==> src/rtl/icache_pkg.sv <==
// Shared I-cache definitions: update-port op encodings, derived address-field
// widths and the miss-controller state/drop enums.
package icache_pkg;

  localparam logic [2:0] OP_RD   = 3'b001;
  localparam logic [2:0] OP_FILL = 3'b010;
  localparam logic [2:0] OP_INV  = 3'b100;

  function automatic int off_w(input int cache_line);
    return $clog2(cache_line);
  endfunction

  function automatic int idx_w(input int set_cnt);
    return $clog2(set_cnt);
  endfunction

  function automatic int tag_w(input int addr_sz, input int set_cnt, input int cache_line);
    return addr_sz - $clog2(set_cnt) - $clog2(cache_line);
  endfunction

  typedef enum logic [2:0] {
    S_IDLE,
    S_REQ,
    S_WAIT,
    S_FILL,
    S_REPLAY
  } miss_state_t;

  // Flush and refetch drops resolve differently when the response lands.
  typedef enum logic [1:0] {
    DROP_NONE,
    DROP_FLUSH,
    DROP_REFETCH
  } drop_t;

endpackage

==> src/rtl/imiss_ctrl_if.sv <==
// I-cache update port: one op per accepted cycle toward the tag/data arrays.
interface imiss_ctrl_if #(
  parameter int IDX_W  = 10,
  parameter int TAG_W  = 13,
  parameter int LINE_W = 512
) ();
  logic              valid;
  logic              ready;
  logic [2:0]        op;
  logic              is_l2_req;
  logic [IDX_W-1:0]  index;
  logic [TAG_W-1:0]  tag_addr;
  logic [LINE_W-1:0] data;

  modport master (output valid, op, is_l2_req, index, tag_addr, data, input ready);
  modport slave  (input valid, op, is_l2_req, index, tag_addr, data, output ready);
endinterface

==> src/rtl/iupd_arb.sv <==
// Two-source update-port mux: a pending fill owns the port; otherwise an
// invalidate passes straight through in the cycle it is accepted.
module iupd_arb
  import icache_pkg::*;
#(
  parameter int IDX_W  = 10,
  parameter int TAG_W  = 13,
  parameter int LINE_W = 512
) (
  input  logic              fill_valid,
  input  logic [IDX_W-1:0]  fill_index,
  input  logic [TAG_W-1:0]  fill_tag,
  input  logic [LINE_W-1:0] fill_data,
  input  logic              inval_valid,
  input  logic [IDX_W-1:0]  inval_index,
  input  logic [TAG_W-1:0]  inval_tag,
  output logic              inval_ready,
  imiss_ctrl_if.master      upd
);

  assign inval_ready = inval_valid && upd.ready && !fill_valid;

  always_comb begin
    // NOTE: every output gets a default first so no path leaves a latch behind.
    upd.valid     = 1'b0;
    upd.op        = 3'b000;
    upd.is_l2_req = 1'b0;
    upd.index     = '0;
    upd.tag_addr  = '0;
    upd.data      = '0;
    if (fill_valid) begin
      upd.valid     = 1'b1;
      upd.op        = OP_FILL;
      upd.is_l2_req = 1'b1;
      upd.index     = fill_index;
      upd.tag_addr  = fill_tag;
      upd.data      = fill_data;
    end else if (inval_ready) begin
      upd.valid     = 1'b1;
      upd.op        = OP_INV;
      upd.is_l2_req = 1'b1;
      upd.index     = inval_index;
      upd.tag_addr  = inval_tag;
    end
  end

endmodule

==> src/rtl/imiss_ctrl.sv <==
// Single-outstanding I-cache miss controller: L2 line request, fill through the
// shared update port, replay to F2, and the front-end miss stall.
module imiss_ctrl
  import icache_pkg::*;
#(
  parameter int SET_CNT    = 1024,
  parameter int CACHE_LINE = 512,
  parameter int ADDR_SZ    = 32
) (
  input  logic                  clk,
  input  logic                  rst,
  input  logic                  miss_valid,
  input  logic [ADDR_SZ-1:0]    miss_addr,
  input  logic                  flush,
  output logic                  l2_req_valid,
  input  logic                  l2_req_ready,
  output logic [ADDR_SZ-1:0]    l2_req_addr,
  input  logic                  l2_resp_valid,
  input  logic [CACHE_LINE-1:0] l2_resp_data,
  input  logic                  inval_valid,
  input  logic [ADDR_SZ-1:0]    inval_addr,
  output logic                  inval_ready,
  imiss_ctrl_if.master          upd,
  output logic                  stall,
  output logic                  replay_valid,
  output logic [ADDR_SZ-1:0]    replay_addr
);

  localparam int OFF_W = off_w(CACHE_LINE);
  localparam int IDX_W = idx_w(SET_CNT);
  localparam int TAG_W = tag_w(ADDR_SZ, SET_CNT, CACHE_LINE);
  localparam int LA_W  = TAG_W + IDX_W;

  miss_state_t           state;
  drop_t                 drop;
  logic [LA_W-1:0]       pend_la;
  logic [ADDR_SZ-1:0]    pend_addr;
  logic [CACHE_LINE-1:0] line_buf;
  logic                  inval_hit;

  assign inval_hit = inval_ready && (inval_addr[ADDR_SZ-1:OFF_W] == pend_la);

  always_ff @(posedge clk) begin
    if (rst) begin
      state     <= S_IDLE;
      drop      <= DROP_NONE;
      pend_la   <= '0;
      pend_addr <= '0;
      // NOTE: the line buffer is a plain register bank, so clearing it on reset is cheap and intended.
      line_buf  <= '0;
    end else begin
      case (state)
        S_IDLE: if (miss_valid && !flush) begin
          pend_addr <= miss_addr;
          pend_la   <= miss_addr[ADDR_SZ-1:OFF_W];
          drop      <= DROP_NONE;
          state     <= S_REQ;
        end
        S_REQ: begin
          if (l2_req_ready) begin
            drop  <= flush ? DROP_FLUSH : DROP_NONE;
            state <= S_WAIT;
          end else if (flush) begin
            state <= S_IDLE;
          end
        end
        S_WAIT: begin
          // A flush kills the miss outright and beats any pending refetch.
          if (flush || drop == DROP_FLUSH) begin
            drop <= l2_resp_valid ? DROP_NONE : DROP_FLUSH;
            if (l2_resp_valid) state <= S_IDLE;
          end else if (inval_hit || drop == DROP_REFETCH) begin
            drop <= l2_resp_valid ? DROP_NONE : DROP_REFETCH;
            if (l2_resp_valid) state <= S_REQ;
          end else if (l2_resp_valid) begin
            line_buf <= l2_resp_data;
            state    <= S_FILL;
          end
        end
        S_FILL: begin
          if (flush) drop <= DROP_FLUSH;
          if (upd.ready) begin
            drop  <= DROP_NONE;
            state <= (flush || drop == DROP_FLUSH) ? S_IDLE : S_REPLAY;
          end
        end
        S_REPLAY: state <= S_IDLE;
        default:  state <= S_IDLE;
      endcase
    end
  end

  assign stall        = (state != S_IDLE) || (miss_valid && !flush);
  assign l2_req_valid = (state == S_REQ);
  assign l2_req_addr  = {pend_la, {OFF_W{1'b0}}};
  assign replay_valid = (state == S_REPLAY) && !flush;
  assign replay_addr  = pend_addr;

  iupd_arb #(
    .IDX_W (IDX_W),
    .TAG_W (TAG_W),
    .LINE_W(CACHE_LINE)
  ) u_arb (
    .fill_valid (state == S_FILL),
    .fill_index (pend_la[IDX_W-1:0]),
    .fill_tag   (pend_la[LA_W-1:IDX_W]),
    .fill_data  (line_buf),
    .inval_valid(inval_valid),
    .inval_index(inval_addr[OFF_W+IDX_W-1:OFF_W]),
    .inval_tag  (inval_addr[ADDR_SZ-1:OFF_W+IDX_W]),
    .inval_ready(inval_ready),
    .upd        (upd)
  );

endmodule

==> src/flat_wrapper.sv <==
// flat-port wrapper written by rule: the top's interface ports become plain ports
module imiss_ctrl_flat import icache_pkg::*;
#(
  parameter int SET_CNT    = 1024,
  parameter int CACHE_LINE = 512,
  parameter int ADDR_SZ    = 32
)
  (clk, rst, miss_valid, miss_addr, flush, l2_req_valid, l2_req_ready, l2_req_addr, l2_resp_valid, l2_resp_data, inval_valid, inval_addr, inval_ready, stall, replay_valid, replay_addr, upd_valid, upd_op, upd_is_l2_req, upd_index, upd_tag_addr, upd_data, upd_ready);
  imiss_ctrl_if #(.IDX_W(10), .TAG_W(13), .LINE_W(512)) upd_i ();
  input  logic clk;
  input  logic rst;
  input  logic miss_valid;
  input  logic [ADDR_SZ-1:0] miss_addr;
  input  logic flush;
  output logic l2_req_valid;
  input  logic l2_req_ready;
  output logic [ADDR_SZ-1:0] l2_req_addr;
  input  logic l2_resp_valid;
  input  logic [CACHE_LINE-1:0] l2_resp_data;
  input  logic inval_valid;
  input  logic [ADDR_SZ-1:0] inval_addr;
  output logic inval_ready;
  output logic stall;
  output logic replay_valid;
  output logic [ADDR_SZ-1:0] replay_addr;
  output wire logic [$bits(upd_i.valid)-1:0] upd_valid;
  output wire logic [$bits(upd_i.op)-1:0] upd_op;
  output wire logic [$bits(upd_i.is_l2_req)-1:0] upd_is_l2_req;
  output wire logic [$bits(upd_i.index)-1:0] upd_index;
  output wire logic [$bits(upd_i.tag_addr)-1:0] upd_tag_addr;
  output wire logic [$bits(upd_i.data)-1:0] upd_data;
  input wire logic [$bits(upd_i.ready)-1:0] upd_ready;
  assign upd_valid = upd_i.valid;
  assign upd_op = upd_i.op;
  assign upd_is_l2_req = upd_i.is_l2_req;
  assign upd_index = upd_i.index;
  assign upd_tag_addr = upd_i.tag_addr;
  assign upd_data = upd_i.data;
  assign upd_i.ready = upd_ready;
  imiss_ctrl #(.SET_CNT(SET_CNT), .CACHE_LINE(CACHE_LINE), .ADDR_SZ(ADDR_SZ)) u_core (.clk(clk), .rst(rst), .miss_valid(miss_valid), .miss_addr(miss_addr), .flush(flush), .l2_req_valid(l2_req_valid), .l2_req_ready(l2_req_ready), .l2_req_addr(l2_req_addr), .l2_resp_valid(l2_resp_valid), .l2_resp_data(l2_resp_data), .inval_valid(inval_valid), .inval_addr(inval_addr), .inval_ready(inval_ready), .upd(upd_i), .stall(stall), .replay_valid(replay_valid), .replay_addr(replay_addr));
endmodule
==> config.mk <==
export PLATFORM = sky130hd
export DESIGN_NAME = imiss_ctrl_flat
export DESIGN_NICKNAME = d
export VERILOG_FILES = /design/src/rtl/icache_pkg.sv /design/src/rtl/imiss_ctrl_if.sv /design/src/rtl/iupd_arb.sv /design/src/rtl/imiss_ctrl.sv /design/src/flat_wrapper.sv
export SDC_FILE = /design/constraint.sdc
export NUM_CORES = 1
export LEC_CHECK = 0
export CAP_MARGIN = 20
export CORE_AREA = 2 2 461 463
export CTS_BUF_LIST = sky130_fd_sc_hd__clkbuf_8
export DETAILED_ROUTE_END_ITERATION = 8
export DIE_AREA = 0 0 463 465
export GPL_TIMING_DRIVEN = 0
export SYNTH_ARGS = -nofsm -noshare
export SYNTH_HDL_FRONTEND = slang
export SYNTH_SLANG_ARGS = --single-unit
==> constraint.sdc <==
create_clock -name clk -period 7.3 [get_ports clk]
set_clock_uncertainty 0.2 [all_clocks]
set_input_delay 2.19 -clock clk [delete_from_list [all_inputs] [get_ports clk]]
set_output_delay 2.19 -clock clk [all_outputs]
set_load 0.03 [all_outputs]
# [Word-level counts from Yosys, hierarchy flattened]
# Cells that the tools add are included.
[classes] n_bitwise=2 n_mux=30 eq_ne=14 reduce_logical=17
[ops] operator="512-bit two-way mux" count=1
[ops] operator="3-bit two-way mux" count=12
[ops] operator="13-bit two-way mux" count=2
[ops] operator="23-bit == test" count=1
[ops] operator="10-bit two-way mux" count=2
[ops] operator="2-bit two-way mux" count=7
[ops] operator="3-bit case mux with 4 select lines" count=1
[ops] operator="2-bit case mux with 4 select lines" count=1
[ops] operator="4-bit AND reduction" count=2
[ops] operator="3-bit by 2-bit == test with 1-bit output, second input constant" count=2
[ops] operator="1-bit logical AND" count=5
[ops] operator="5-bit AND reduction" count=1
[ops] operator="1-bit two-way mux" count=4
[ops] operator="2-bit by 1-bit != test with 1-bit output, second input constant" count=2
[ops] operator="2-bit != test, second input constant" count=2
[ops] operator="4-bit nonzero test" count=1
[ops] operator="3-bit by 1-bit == test with 1-bit output, second input constant" count=1
[ops] operator="3-bit == test, second input constant" count=1
[ops] operator="3-bit zero test" count=1
[ops] operator="1-bit logical OR" count=3
[ops] operator="3-bit by 1-bit != test with 1-bit output, second input constant" count=1
[ops] operator="3-bit by 2-bit != test with 1-bit output, second input constant" count=1
[ops] operator="3-bit != test, second input constant" count=1
[ops] operator="3-bit nonzero test" count=1
[ops] operator="5 further kinds" count=7
[totals] output_inout_bits=608 ff_bits=572 inputBits=584 elab_cells=68

# [Logic depth before layout (Yosys ltp)]
# Gate-level depths: netlist (run 1).
[logic_depth] ltp_word=8 depth_mapped=9 mapped_depth_nobuf=6

# [Hierarchy]
# A second synthesis (run 1) with hierarchy kept.
[unflattened] hier_cells=3137 area_unflattened_um2=26357.8
[modules_own_cells] module="imiss_ctrl" n_inst=1 cells_each=2482 area_per_inst_um2=22261.4 seq_area_each_um2=10990.5
[modules_own_cells] module="iupd_arb" n_inst=1 cells_each=655 area_per_inst_um2=4096.4 seq_area_each_um2=0.0

# [Least setup slack after synthesis (run 1)]
# No wires, ideal clock.
[synth_path] kind="input -> output" from="in upd_ready" to="out upd_index[0]" slack_ns=1.501 required_time_ns=4.910 t_arrival_ns=3.409 stages=4 n_path_buf=1 cell_sequence="nand2_1 nor2_1 clkbuf_1 a22o_1"
[synth_via] elab_chain_cells=4
[synth_rtl] item="start, declared" line_no="flat_wrapper.sv:32" text="input wire logic [$bits(upd_i.ready)-1:0] upd_ready;"
[synth_rtl] item="1-bit logical AND (2 in a row)" line_no="iupd_arb.sv:21" text="assign inval_ready = inval_valid && upd.ready && !fill_valid;"
[synth_rtl] item="net inval_ready" line_no="flat_wrapper.sv:22" text="output logic inval_ready;"
[synth_rtl] item="10-bit two-way mux" line_no="iupd_arb.sv:38" text="end else if (inval_ready) begin"
[synth_rtl] item="10-bit two-way mux" line_no="iupd_arb.sv:31" text="if (fill_valid) begin"
[synth_rtl] item="end, declared" line_no="flat_wrapper.sv:29" text="output wire logic [$bits(upd_i.index)-1:0] upd_index;"
# The timed path passes the listed nets, and every way through them passes these cells.

# [Worst setup path after layout (run 1)]
[layout_path] from="in upd_ready" to="out upd_index[6]"
[layout_via] elab_chain_cells=4
[layout_rtl] item="1-bit logical AND (2 in a row)" line_no="iupd_arb.sv:21"
[layout_rtl] item="10-bit two-way mux" line_no="iupd_arb.sv:38"
[layout_rtl] item="10-bit two-way mux" line_no="iupd_arb.sv:31"
# No other way between the ends.

==> results.sh, run 1 <==
export IMPL_io_pins=1192
export IMPL_fin_crit_ns=7.293
export IMPL_num_rows=169
export IMPL_tightest_slew_ns=1.081
export IMPL_cts_buffer_depth=3
export IMPL_root_buffer="clkbuf_8"
export IMPL_power_frac_clock_pct=42.4
export IMPL_swShare_pct=28.73
export IMPL_switching_power_w=0.002136
export IMPL_p_seq_share_pct=42.1
export IMPL_cts_tree="built"
export IMPL_synth_top_cell_area_share_pct=38.59
export IMPL_timing_fmax_mhz=137.1
export IMPL_route_detailed_drc=0
export IMPL_combPwrFrac_pct=15.6
export IMPL_firstDrtPassIters=5
export IMPL_die_x_um=463
export IMPL_path_cells="clkdlybuf4s50_1, nand2_1, nor2_2, clkbuf_2, a22o_1, clkdlybuf4s15_1"
export IMPL_ant_nets=0
export IMPL_rsz0062_at_grt="no"
export IMPL_required_ns=4.91
export IMPL_drt_iter0_drc=1304
export IMPL_status="finished clean"
export IMPL_synth_distinct_cells=36
export IMPL_die_height_um=465
export IMPL_synthesis_area_um2=28480
export IMPL_hold_viol_final=0
export IMPL_layout_commonest_cell="clkdlybuf4s50_1"
export IMPL_top_layer="met5"
export IMPL_whs_ns=0.2582
export IMPL_path_clk_slew_ns=0.06
export IMPL_grtUsageTotal_pct=15.39
export IMPL_synth_largest_area_cell="dfxtp_1"
export IMPL_drive_above_1_share_pct=5.739
export IMPL_finalMaxSlewViolations=0
export IMPL_routed_wl_um=171900
export IMPL_routabilityCongestion=0.9513
export IMPL_grt_antenna_before_repair=63
export IMPL_pre_cts_ws_ns=-0.7148
export IMPL_setup_viol_count_final=0
export IMPL_hold_class="reg2reg"
export IMPL_max_stage_delay_ns=0.78
export IMPL_fill_cells=23150
export IMPL_numCtsBuffers=104
export IMPL_cp_slowest_cell="clkdlybuf4s15_1"
export IMPL_layout_common_cells="clkdlybuf4s50_1, nand2b_1, dfxtp_1, mux2i_1, and2_1"
export IMPL_core_um2=210800
export IMPL_worst_slack_ns=0.007421
export IMPL_grt_overflow=0
export IMPL_die_area_um2=215300
export IMPL_critPathCaptureType="output port"
export IMPL_syn_avg_cell_area_um2=9.246
export IMPL_ys_ff_latch=549
export IMPL_area_growth_pct=61.24
export IMPL_tns_ns=0
export IMPL_crit_path_start_kind="primary input"
export IMPL_post_layout_nonfiller_instances=7279
export IMPL_synth_area_leaders="dfxtp_1, nand2b_1, mux2i_1"
export IMPL_grt_pass1_vias=27080
export IMPL_holdBufCountCts=0
export IMPL_arrival_ns=4.90
export IMPL_grt_max_degree=16
export IMPL_place_area_um2=43780
export IMPL_multi_input_area_um2=15930
export IMPL_max_cap_violations=0
export IMPL_wl_met3_um=14610
export IMPL_netlist_instances=3080
export IMPL_critical_path_max_fanout=10
export IMPL_viasPerCell=3.596
export IMPL_wl_per_cell_um=23.61
export IMPL_power_density_nw_per_um2=161.9
export IMPL_dp_cells=7083
export IMPL_slew_headroom_pct=27.93
export IMPL_dp_hpwl_um=146200
export IMPL_ff_latch_area_um2=10990
export IMPL_wl_met2_um=83340
export IMPL_initial_core_util_pct=13.51
export IMPL_worstSetupPathType="in2out"
export IMPL_ir_drop_uv=117.4
export IMPL_numPortBuffers=1170
export IMPL_ys_seq_area_share_pct=38.59
export IMPL_clkSinkCount=549
export IMPL_yosys_warnings=0
export IMPL_clock_latency_ns=0.82
export IMPL_fin_nets=4952
export IMPL_grt_pass1_wl_um=230100
export IMPL_wl_met1_um=67540
export IMPL_final_cell_area_um2=45920
export IMPL_vias=26180
export IMPL_p_int_w=0.005299
export IMPL_htree_levels=3
export IMPL_p_leak_nw=15.58
export IMPL_min_period_over_period_pct=99.90
-- cells in the mapped netlist (all sizes together) --
master  instances
mux2i         515
o211a           1
a21oi          34
dfxtp         549
or2             1
and4b           1
nor4bb          1
or3b            1
nor2            6
and3            1
nor4            6
nand4           2
xnor2           1
a2111o          1
nor4b           1
nand3b          2
buf            92
and2          512
o21ai           3
nand3           3
nor3            2
a22o           23
nand2          72
a211oi          2
nand2b       1028
nor3b           1
o21ba           1
conb            1
or4             1
clkbuf        189
xor2           23
inv             3
nor2b           1
-- area by class of cell --
type	count	share of cell area, %
Multi-Input combinational cell	2256	34.69
Clock inverter	50	0.6022
Clock buffer	131	3.927
Sequential cell	549	23.94
Buffer	281	3.488
Tap cell	2821	7.687
Antenna cell	15	0.08175
Inverter	3	0.02452
Timing Repair Buffer	1173	25.57
-- kinds of logic (layout without fill, tap and decap cells) --
group / count (synthesis) / in the layout / synth area share, %
other: 1 / 25 / 0.01317
multiplexers: 515 / 515 / 18.10
AO/OA/AOI/OAI: 65 / 65 / 1.520
flip-flops: 549 / 549 / 38.59
AND/OR/NAND/NOR: 1642 / 1642 / 35.43
buffers and inverters: 284 / 1638 / 5.606
XOR/XNOR: 24 / 24 / 0.7381
-- metal layers --
metal,vias to the layer above,track usage [%]
met5,-,0
met4,22,5.293
met3,274,5.271
met2,1186,26.92
met1,12350,17.33
li1,12350,-
-- worst max-delay path: cells and delay by family --
kind	cells	cell delay, ns
AOI/OAI and AO/OA	1	0.19
buffers and inverters	3	1.82
and+or+nand+nor	2	0.65
-- what timing repair did --
item                                    4_1_cts  5_1_grt
hold endpoints to repair                      0        0
gates resized for setup                      13        1
setup buffers                                 0        0
endpoints found under the setup margin       25        1
-- path summary, 6_finish.rpt --
| kind | from | endpoint | slack, ns | cells after the start |
|---|---|---|---|---|
| max | upd_ready | upd_index[6] | 0.007 | 6 |
| min | u_core.replay_addr[6] | u_core.replay_addr[6] | 0.26 | 2 |
| max reg2reg | u_core.replay_addr[23] | u_core.line_buf[219] | 4.03 | 9 |
| min reg2reg | u_core.replay_addr[6] | u_core.replay_addr[6] | 0.26 | 2 |
-- registers in the layout (all words and copies together), names as in the netlist --
register / count
u_core.state: 3
u_core.drop: 2
u_core.pend_la: 1
u_core.line_buf: 512
u_core.replay_addr: 31
-- stage by stage --
step / power [W] / utilization [%]
2_1_floorplan: 0.003682 / -
3_3_place_gp: 0.004358 / 20.75
3_5_place_dp: 0.004365 / 20.77
4_1_cts: 0.007582 / 21.76
5_1_grt: 0.007754 / 21.77
6_report: 0.007435 / 21.78
-- power by group through the flow --
stage	registers [W]	logic, W	clock network (W)
detailed placement	0.00319	0.00117	0
global placement	0.00319	0.00117	0
global route	0.00314	0.00123	0.00339
CTS	0.00313	0.00118	0.00327
floorplan	0.00319	0.000493	0
finish	0.00313	0.00116	0.00315
(Power assumes the default switching activity.)
==> run 2, diff against run 1 <==
- CTS_BUF_LIST: sky130_fd_sc_hd__clkbuf_8 -> unset
==> run 2 against run 1 <==
Net effect: the flow now finishes with violations (setup timing); sequential share of layout area shrank 0.18 points; cell count shrank 0.80%; first-iteration DRC count shrank 0.84%; fmax shrank 0.24%; wire length shrank 0.31%; register-to-register slack is essentially flat; critical endpoint is now upd_index[2]; highest routed layer unchanged.
==> results.sh, run 2 (synthesized netlist as in run 1, its figures left out) <==
export IMPL_wl_per_cell_um=23.73
export IMPL_critPathCaptureType="output port"
export IMPL_routabilityCongestion=0.9513
export IMPL_drt_iter0_drc=1293
export IMPL_fin_nets=4921
export IMPL_drive_above_1_share_pct=4.900
export IMPL_post_cts_buffers=0
export IMPL_dp_hpwl_um=146200
export IMPL_clkSinkCount=549
export IMPL_max_cap_violations=0
export IMPL_combPwrFrac_pct=14.5
export IMPL_p_seq_share_pct=39.1
export IMPL_initial_core_util_pct=13.51
export IMPL_clock_latency_ns=0.69
export IMPL_grt_overflow=0
export IMPL_p_int_w=0.005842
export IMPL_violations="setup timing"
export IMPL_hold_class="reg2reg"
export IMPL_routed_wl_um=171300
export IMPL_grt_max_degree=13
export IMPL_fin_crit_ns=7.310
export IMPL_multi_input_area_um2=15930
export IMPL_cts_resized=12
export IMPL_swShare_pct=27.00
export IMPL_grt_pass1_vias=26750
export IMPL_vias=26130
export IMPL_num_rows=169
export IMPL_hold_viol_final=0
export IMPL_die_x_um=463
export IMPL_route_detailed_drc=0
export IMPL_whs_ns=0.2600
export IMPL_grt_pass1_wl_um=229300
export IMPL_cts_tree="built"
export IMPL_io_pins=1192
export IMPL_grt_antenna_before_repair=63
export IMPL_slew_headroom_pct=25.18
export IMPL_root_buffer="clkbuf_16"
export IMPL_regMostFlops="u_core.line_buf"
export IMPL_tns_ns=-0.009975
export IMPL_area_growth_pct=62.47
export IMPL_worst_slack_ns=-0.009975
export IMPL_worstSetupPathType="in2out"
export IMPL_firstDrtPassIters=5
export IMPL_numCtsBuffers=73
export IMPL_arrival_ns=4.92
export IMPL_tightest_slew_ns=1.122
export IMPL_min_period_over_period_pct=100.1
export IMPL_total_power_w=0.008002
export IMPL_core_um2=210800
export IMPL_rsz0062_at_grt="no"
export IMPL_critical_path_max_fanout=10
export IMPL_ff_latch_area_um2=10990
export IMPL_cts_buffer_depth=3
export IMPL_crit_path_start_kind="primary input"
export IMPL_ir_drop_uv=154.6
export IMPL_required_ns=4.91
export IMPL_layout_commonest_cell="clkdlybuf4s50_1"
export IMPL_finalMaxSlewViolations=0
export IMPL_timing_fmax_mhz=136.8
export IMPL_largest_reg_flops=512
export IMPL_path_clk_slew_ns=0.06
export IMPL_holdBufCountCts=0
export IMPL_grtUsageTotal_pct=15.36
export IMPL_htree_levels=3
export IMPL_fill_cells=23080
export IMPL_numPortBuffers=1170
export IMPL_die_height_um=465
export IMPL_p_leak_nw=15.56
export IMPL_viasPerCell=3.619
export IMPL_status="finished with violations"
export IMPL_switching_power_w=0.002161
export IMPL_setup_viol_count_final=1
export IMPL_die_area_um2=215300
export IMPL_layout_common_cells="clkdlybuf4s50_1, nand2b_1, dfxtp_1, mux2i_1, and2_1"
export IMPL_ant_nets=0
export IMPL_power_density_nw_per_um2=173.0
export IMPL_power_frac_clock_pct=46.4
## run 2: cell types whose count changed in the layout (fill, tap and decap cells not counted), sizes merged
cell	delta
bufinv	+4
clkinv	+2
diode	-3
clkbuf	-27
clkinvlp	+1
inv	-35
## run 2: layer usage
layer	part of all wire, %	vias up	track usage [%]
li1	-	12290	-
met1	40	12410	17.47
met2	49	1171	27.16
met3	8.3	235	4.936
met4	3.1	22	4.694
met5	0.079	-	0
## run 2: area by class of cell
type                       instances  area share [%]
antenna                           12         0.06490
multi-input combinational       2256           34.42
inverter                           3         0.02434
timing repair buffer            1173           25.37
tap                             2821           7.629
clock inverter                    22          0.7464
buffer                           281           3.459
clock buffer                     104           4.527
sequential                       549           23.75
## run 2: final timing paths
kind	end	startpoint	depth (start not counted)	slack, ns
worst max-delay path	upd_index[2]	upd_ready	6	-0.01
worst min-delay path	u_core.replay_addr[6]	u_core.replay_addr[6]	2	0.26
worst max register to register	u_core.line_buf[174]	u_core.replay_addr[23]	9	4.03
worst min register to register	u_core.replay_addr[6]	u_core.replay_addr[6]	2	0.26
## run 2: critical path, cell delays in order
cell and delay [ns]:
clkdlybuf4s50_1 0.64, nand2_1 0.24, nor2_2 0.41, clkbuf_2 0.38, a22o_1 0.19, clkdlybuf4s50_1 0.85
## run 2: power by group through the flow
stage | Clock, W | Combinational, W | Sequential [W]
after detailed placement | 0 | 0.00117 | 0.00319
final | 0.00371 | 0.00116 | 0.00313
after global routing | 0.00395 | 0.00123 | 0.00314
after global placement | 0 | 0.00117 | 0.00319
after floorplan | 0 | 0.000493 | 0.00319
after CTS | 0.00383 | 0.00118 | 0.00313
## run 2: through the flow
stage	utilization, %	worst slack [ns]	cells	area [um^2]
3_5_place_dp	20.77	-0.7148	7083	43780
3_3_place_gp	20.75	-1.293	7080	43750
5_1_grt	21.94	0.008223	7215	46250
4_1_cts	21.93	0.07683	7209	46240
2_1_floorplan	-	1.501	3089	28510
6_report	21.95	-0.009975	7221	46270
==> run 3, diff against run 2 <==
- SLEW_MARGIN: unset -> 5
==> results of run 3 <==
The final DEF is identical to that of run 2; final timing and power are the same.
